$ cat src/rtl/idx_merge_sched.sv
// idx_merge_sched: merges varint and raw source heads into one output FIFO in ascending field-index order.
// Ports:
//   clk, reset                  clock and synchronous active-high reset
//   start, frame_len            one-cycle frame start and item count (sampled in IDLE/ERROR)
//   out_fifo_full               FIFO backpressure
//   out_fifo_clr/push/data      FIFO clear strobe, write strobe and write data
//   varint_valid/index/data     varint head item; varint_accepted pops it
//   raw_valid/index/data        raw head item; raw_accepted pops it
//   busy, done                  frame in progress, one-cycle frame-complete pulse
//   err_timeout, err_collision  sticky stall and same-index errors, cleared by the next start
module idx_merge_sched #(
    parameter int IDX_W   = 10,
    parameter int DATA_W  = 8,
    parameter int TIMEOUT = 1024,
    parameter int TO_W    = 11
) (
    input  logic              clk,
    input  logic              reset,
    input  logic              start,
    input  logic [IDX_W-1:0]  frame_len,
    input  logic              out_fifo_full,
    output logic              out_fifo_clr,
    output logic              out_fifo_push,
    output logic [DATA_W-1:0] out_fifo_data,
    input  logic              varint_valid,
    input  logic [IDX_W-1:0]  varint_index,
    input  logic [DATA_W-1:0] varint_data,
    output logic              varint_accepted,
    input  logic              raw_valid,
    input  logic [IDX_W-1:0]  raw_index,
    input  logic [DATA_W-1:0] raw_data,
    output logic              raw_accepted,
    output logic              busy,
    output logic              done,
    output logic              err_timeout,
    output logic              err_collision
);
    typedef enum logic [5:0] {
        IDLE  = 6'b000001,
        CLEAR = 6'b000010,
        WAIT  = 6'b000100,
        PUSH  = 6'b001000,
        DONE  = 6'b010000,
        ERROR = 6'b100000
    } state_t;
    state_t state, state_n;
    logic [IDX_W-1:0] index, index_n, len, len_n, index_inc;
    logic [TO_W-1:0] stall, stall_n;
    logic [DATA_W-1:0] data_n;
    logic v_hit, r_hit, et_n, ec_n;
    assign v_hit = varint_valid && varint_index == index;
    assign r_hit = raw_valid && raw_index == index;
    assign index_inc = index + 1'b1;
    always_comb begin
        state_n = state;
        index_n = index;
        len_n = len;
        stall_n = stall;
        data_n = out_fifo_data;
        et_n = err_timeout;
        ec_n = err_collision;
        unique case (state)
            IDLE: begin
                if (start) begin
                    len_n = frame_len;
                    state_n = CLEAR;
                end
            end
            CLEAR: begin
                index_n = '0;
                stall_n = '0;
                state_n = len == '0 ? DONE : WAIT;
            end
            WAIT: begin
                if (v_hit && r_hit) begin
                    ec_n = 1'b1;
                    state_n = ERROR;
                end else if (v_hit || r_hit) begin
                    stall_n = '0;
                    if (!out_fifo_full) begin
                        data_n = r_hit ? raw_data : varint_data;
                        state_n = PUSH;
                    end
                end else if (TIMEOUT != 0 && stall == TO_W'(TIMEOUT - 1)) begin
                    et_n = 1'b1;
                    state_n = ERROR;
                end else begin
                    stall_n = stall + 1'b1;
                end
            end
            PUSH: begin
                index_n = index_inc;
                stall_n = '0;
                state_n = index_inc == len ? DONE : WAIT;
            end
            DONE: state_n = IDLE;
            ERROR: begin
                if (start) begin
                    et_n = 1'b0;
                    ec_n = 1'b0;
                    len_n = frame_len;
                    state_n = CLEAR;
                end
            end
            default: state_n = IDLE;
        endcase
    end
    // Outputs are registered from the next state, so each strobe lines up with its state's cycle.
    always_ff @(posedge clk) begin
        if (reset) begin
            state <= IDLE;
            index <= '0;
            len <= '0;
            stall <= '0;
            out_fifo_clr <= 1'b0;
            out_fifo_push <= 1'b0;
            out_fifo_data <= '0;
            varint_accepted <= 1'b0;
            raw_accepted <= 1'b0;
            busy <= 1'b0;
            done <= 1'b0;
            err_timeout <= 1'b0;
            err_collision <= 1'b0;
        end else begin
            state <= state_n;
            index <= index_n;
            len <= len_n;
            stall <= stall_n;
            out_fifo_clr <= state_n == CLEAR;
            out_fifo_push <= state_n == PUSH;
            out_fifo_data <= data_n;
            varint_accepted <= state_n == PUSH && !r_hit;
            raw_accepted <= state_n == PUSH && r_hit;
            busy <= state_n inside {CLEAR, WAIT, PUSH};
            done <= state_n == DONE;
            err_timeout <= et_n;
            err_collision <= ec_n;
        end
    end
endmodule

$ cat config.mk
export PLATFORM = sky130hd
export DESIGN_NAME = idx_merge_sched
export DESIGN_NICKNAME = d
export VERILOG_FILES = /design/src/rtl/idx_merge_sched.sv
export SDC_FILE = /design/constraint.sdc
export NUM_CORES = 1
export LEC_CHECK = 0
export ABC_AREA = 1
export ABC_CLOCK_PERIOD_IN_PS = 2270
export CAP_MARGIN = 10
export CORE_MARGIN = 5
export CORE_UTILIZATION = 40
export CTS_BUF_LIST = sky130_fd_sc_hd__clkbuf_16
export CTS_CLUSTER_DIAMETER = 50
export CTS_CLUSTER_SIZE = 14
export DETAILED_ROUTE_END_ITERATION = 10
export PLACE_DENSITY_LB_ADDON = 0.1
export SLEW_MARGIN = 20
export SYNTH_ARGS = -nofsm -noshare
export SYNTH_HDL_FRONTEND = slang
export SYNTH_SLANG_ARGS = --single-unit
export TNS_END_PERCENT = 20
$ cat constraint.sdc
create_clock -name clk -period 2.27 [get_ports clk]
set_clock_uncertainty 0.05 [all_clocks]
set_input_delay 0.681 -clock clk [delete_from_list [all_inputs] [get_ports clk]]
set_output_delay 0.681 -clock clk [all_outputs]
set_load 0.01 [all_outputs]
Word-level counts from Yosys, hierarchy flattened --
Index checks and enable logic that the tools add are counted.
Storage, ports and cells: register bits after elaboration 53, input port bits 52, output and inout bits 16, logic and storage cells 76
Operators by class: add/sub/neg operators 2, eq/ne operators 19, muxes and demuxes 21, bitwise gates (word level) 2, reduce and logical (&&, ||, !) cells 19
Operators by type and width (count):
- 11-bit 2-to-1 mux | 3
- 10-bit equality test | 3
- 6-bit 2-to-1 mux | 5
- 6-bit one-hot mux with 4 select lines | 1
- 11-bit one-hot mux with 2 select lines | 1
- 10-bit one-hot mux with 2 select lines | 1
- 6-bit by 2-bit equality test with 1-bit output, second input constant | 2
- 6-bit by 3-bit equality test with 1-bit output, second input constant | 2
- 6-bit by 4-bit equality test with 1-bit output, second input constant | 2
- 11-bit by 1-bit adder with 11-bit output, second input constant | 1
- 11-bit by 10-bit equality test with 1-bit output, second input constant | 1
- 10-bit by 1-bit adder with 10-bit output, second input constant | 1
- 10-bit zero test | 1
- 5-bit 2-to-1 mux | 2
- 2-bit inequality test, second input constant | 5
- 8-bit 2-to-1 mux | 1
- 6-bit by 1-bit equality test with 1-bit output, second input constant | 1
- 6-bit by 5-bit equality test with 1-bit output, second input constant | 1
- 6-bit equality test, second input constant | 1
- 3-bit AND reduction | 2
- 2-bit nonzero test | 3
- 1-bit logical AND | 5
- 1-bit 2-to-1 mux | 5
- 5-bit AND reduction | 1
- other kinds (9) | 12

Longest topological paths before layout --
Gate-level depths: netlist of the first run.
depth in word-level cells 8, depth in mapped cells 16, depth with buffers taken out 15

Least setup slack after synthesis of the first run --
OpenSTA, ideal clock, no wires.
path type input to register, start in varint_index[4], end reg state[2], library setup time 0.130 ns, arrival time 1.786 ns, data required time 2.090 ns, path slack 0.303 ns, stages 12, path buffers 0, cell sequence xnor2_1 nand2_2 nor2_4 nand3_4 nor2_4 nor2_8 nand2_8 inv_2 nand2_1 nand2_1 nor2_1 nor2_1
On the way: longest elaborated chain between the ends 6, elaborated cells on any way between the ends 7, those cells by class eq/ne (1); mux (3); reduce/logical (3)
Ends and longest elaborated chain:
- from (decl) | RTL line 26 | input logic [IDX_W-1:0] varint_index,
- 10-bit equality test (*) | RTL line 51 | assign v_hit = varint_valid && varint_index == index;
- 1-bit logical AND (*) | RTL line 51
- 1-bit logical OR | RTL line 78 | end else if (v_hit || r_hit) begin
- 6-bit 2-to-1 mux | RTL line 78
- 6-bit 2-to-1 mux (*) | RTL line 75 | if (v_hit && r_hit) begin
- 6-bit one-hot mux with 4 select lines (*) | RTL line 62 | unique case (state)
- to (signal assigned) | RTL line 125 | state <= state_n;
- to (decl) | RTL line 46 | state_t state, state_n;
Mark *: on every way between the ends. The rest lies on a longest branch, timed or not. A chain may end at the register's enable or synchronous reset.

Worst setup path in the final report of the first run --
start in varint_index[3], end reg stall[2]
On the way: longest elaborated chain between the ends 6, elaborated cells on any way between the ends 10, those cells by class eq/ne (3); mux (3); reduce/logical (4)
Ends and longest elaborated chain:
- 10-bit equality test (*) | RTL line 51
- 1-bit logical AND (*) | RTL line 51
- 1-bit logical OR | RTL line 78
- 11-bit 2-to-1 mux | RTL line 78
- 11-bit 2-to-1 mux | RTL line 75
- 11-bit one-hot mux with 2 select lines | RTL line 62
- to (signal assigned) | RTL line 128 | stall <= stall_n;
- to (decl) | RTL line 48 | logic [TO_W-1:0] stall, stall_n;
Mark *: on every way between the ends. The rest lies on a longest branch, timed or not. The select of a mux whose other input is x is not followed.

==> summary.md, run 1 <==
| Metric | Value |
|---|---|
| Slew margin rel. | 0.703 |
| Remaining Overflow, GRT | 0 |
| FF/Latch Area | about 1100 µm² |
| CP max FO | 6 |
| DR WL/cell | ~12 µm |
| Final net count | 657 |
| Fmax | around 0.44 GHz |
| P_leak | around 2.1 nW |
| Area occupied by multi-input gates | 2020 µm² |
| Number of enable flip-flop cells after synthesis | 0 |
| Core area | 8180 µm² |
| Synthesized area per cell | between 6 and 7 µm² |
| Final Slew Violations | 0 |
| Share of cells above drive strength 1 | 0.174 |
| Outcome | completed |
| Tot Pwr | about 2.1 mW |
| Hold/Removal Path Class | reg -> reg |
| Critical path capture point type | flop |
| Max cap viols | 0 |
| Clock slew at reported path FFs | 0.07 ns |
| Non-Filler Instances | ~710 |
| Clock Latency Late Sink | around 0.29 ns |
| Total CTS buffers | 5 |
| Total number of vias | between 3000 and 4000 |
| Die width | 102 µm |
| Mapped Nets | about 570 |
| Post-synthesis cell area | about 3400 µm² |
| Yosys cell types | 39 |
| PD cells | 466 nW/µm² |
| Startpoint types | input port |
| Clock Path Buffers | 2 |
| Final setup violating endpoints | 0 |
| Final ANT Viol Nets | 0 |
| YS warnings | 0 |
| Final Hold Fails | 0 |
| Cell Rows | 33 |
| Total Wirelength | just under 9 mm |
| Wl on met1 | 4.31 mm |
| Fin crit share | 0.997 |
| Drt pass-1 iters | 5 |
| Largest net degree at the start of global routing | 28 |
| Clock tree from TritonCTS | done |
| Fillers | around 830 |
| Clock period minus worst slack | about 2.3 ns |
| Routability cong. | roughly 0.83 |
| DR top layer | met4 |
| Worst-Margin Slew | between 0.4 and 0.5 ns |
| Antenna cells | 0 |
| Input/output buffers | 67 |
| TritonCTS Sinks | 53 |
| WL met2 | just over 4 mm |
| Kind of critical path | in -> reg |
| Initial Utilization | 0.410 |
| Post-synthesis sequential area ratio | 0.316 |
| Root Buffer | clkbuf_16 |
| H-tree Lvls | 2 |
| Number of synthesized register bits | 53 |
| Data arrival time of the critical path | between 2 and 2.5 ns |
| Die height | between 100 and 150 µm |
| Overall die area | 10300 µm² |
| Req. time, crit path | 2.41 ns |
| Total global-route track usage | 0.171 |
| R2R depth | 10 |
| # IOs | 68 |
| First-pass GRT wire length | between 10 and 15 mm |
| Placed cells | between 600 and 700 |
| Max IR drop VDD | about 0.00031 V |
| Metal3 WL | roughly 360 µm |
| Asr flop ratio synth | 0 |
| Hold Path Depth | 2 |
| Drt drc | 0 |
| Post-synth top flop | dfxtp_1 |
| Layout area overhead | 35.4% |
| Number of global-route vias before repair | ~3200 |
| Cells after Synth | between 500 and 600 |
| DP HPWL | ~7 mm |
| Drt initial violations | 138 |
| Drt via density | 4.72 |
| Initial antenna violation count | 0 |
-- cell usage after synthesis (2+ instances only) --
cell type,n,area [µm²]
a21oi_1,37,185
a21oi_2,6,52.6
and2_1,2,12.5
buf_4,4,30.0
buf_6,2,22.5
clkbuf_1,8,30.0
clkinv_1,4,15.0
dfxtp_1,53,1060
ha_1,2,25.0
inv_1,50,188
inv_2,11,41.3
nand2_1,136,510
nand2_2,9,56.3
nand2_8,2,40.0
nand3_1,29,145
nand3_4,2,35.0
nand4_1,15,93.8
nor2_1,61,229
nor2_2,4,25.0
nor2_4,4,45.0
nor3_1,5,25.0
nor4_1,3,18.8
o21ai_0,28,140
o21ai_1,3,15.0
o21bai_1,2,15.0
or2_2,3,18.8
xnor2_1,6,52.6
xnor2_2,3,48.8
xor2_1,9,78.8
-- metal layers --
layer | vias to the layer above | global-route usage
met5 | - | 0
li1 | 1815 | -
met3 | 9 | 0.0317
met2 | 62 | 0.283
met1 | 1463 | 0.234
met4 | 0 | 0.0368
-- kinds of logic after synthesis --
kind of cell | count (synthesis) | share of synthesized area
and+or+nand+nor | 280 | 0.391
buffers and inverters | 82 | 0.105
adders and majority gates | 2 | 0.00746
AOI/OAI and AO/OA | 78 | 0.126
DFF | 53 | 0.316
xor gates and xnor gates | 18 | 0.0537
-- stage by stage --
| step | util | worst slack, ns | cell area, µm² | TNS (ns) | hold slack (ns) |
|---|---|---|---|---|---|
| 6_report | 0.556 | 0.00655 | 4540 | 0 | 0.439 |
| 2_1_floorplan | - | 0.303 | 3360 | 0 | 0.405 |
| 5_1_grt | 0.556 | -0.0642 | 4540 | -1.01 | 0.474 |
| 3_5_place_dp | 0.522 | -0.371 | 4270 | -8.17 | 0.424 |
| 4_1_cts | 0.543 | 0.00339 | 4440 | 0 | 0.441 |
| 3_3_place_gp | 0.522 | -0.349 | 4270 | -7.61 | 0.424 |
-- final timing paths --
path	end	start	slack, ns
max	stall[2]$_SDFFE_PP0P_	varint_index[3]	0.007
min	len[2]$_SDFFE_PP0P_	len[2]$_SDFFE_PP0P_	0.44
max reg2reg	stall[2]$_SDFFE_PP0P_	stall[1]$_SDFFE_PP0P_	0.22
min reg2reg	len[2]$_SDFFE_PP0P_	len[2]$_SDFFE_PP0P_	0.44
-- flip-flops by register name, summed over array words and instances, names as in the netlist --
name and count:
varint_accepted 1, done 1, err_timeout 1, out_fifo_data 8
len 10, index 10, out_fifo_push 1, err_collision 1
out_fifo_clr 1, raw_accepted 1, busy 1, state 6
stall 11
-- worst max-delay path, cell delays in order --
cell	delay [ns]
clkdlybuf4s50_1	0.42
xnor2_1	0.22
nand2_1	0.13
nor2_4	0.12
nand3_4	0.14
nor2_4	0.21
nor2_8	0.06
nand2_8	0.11
nand2_8	0.09
o21ai_0	0.17
nor2_1	0.06
-- what timing repair did --
action	in CTS	in global routing
setup buffers	0	3
hold buffers	0	0
setup endpoints to repair	14	25
pin swaps	10	17
gates cloned	2	0
gates resized for setup	12	33
-- cells in the final DEF, fill, tap and decap left out, types with 3 or more instances in the layout --
master	n
o21ai_1	10
a21oi_1	36
nor2_1	60
or2_2	3
nand3_2	3
buf_4	30
nand2_1	129
dlymetal6s2s_1	11
nand3_1	27
xor2_1	9
xnor2_2	4
dlygate4sd2_1	7
dfxtp_1	53
clkbuf_16	5
nor4_1	3
nor3_1	4
inv_1	49
xnor2_1	5
nand2_2	15
inv_2	11
nand4_1	15
a21oi_2	6
clkinv_1	4
clkdlybuf4s50_1	49
nor2_2	4
o21ai_0	21
nor2_4	5
-- power breakdown --
group	switching [mW]	internal [mW]	total, mW
combinational	0.187	0.181	0.368
sequential	0.0254	0.968	0.993
clock	0.352	0.406	0.758
total	0.564	1.55	2.12
-- area by class of cell --
type                       count  area share
clock buffer                   5      0.0275
clock inverter                 3     0.00385
inverter                      66      0.0581
multi-input combinational    379       0.445
sequential                    53       0.233
tap                          105      0.0289
timing repair buffer          97       0.201
timing repair inverter         1     0.00193
No activity file was read; power rests on OpenSTA's default activity.
==> run 2, diff against run 1 <==
CAP_MARGIN = 15   (was 10)
GPL_ROUTABILITY_DRIVEN = 0   (was default)
==> results of run 2 <==
No change in the layout: final DEF, timing and power equal those of run 1.
==> run 3, diff against run 2 <==
CAP_MARGIN = default   (was 15)
==> results of run 3 <==
No change in the layout: final DEF, timing and power equal those of run 1.
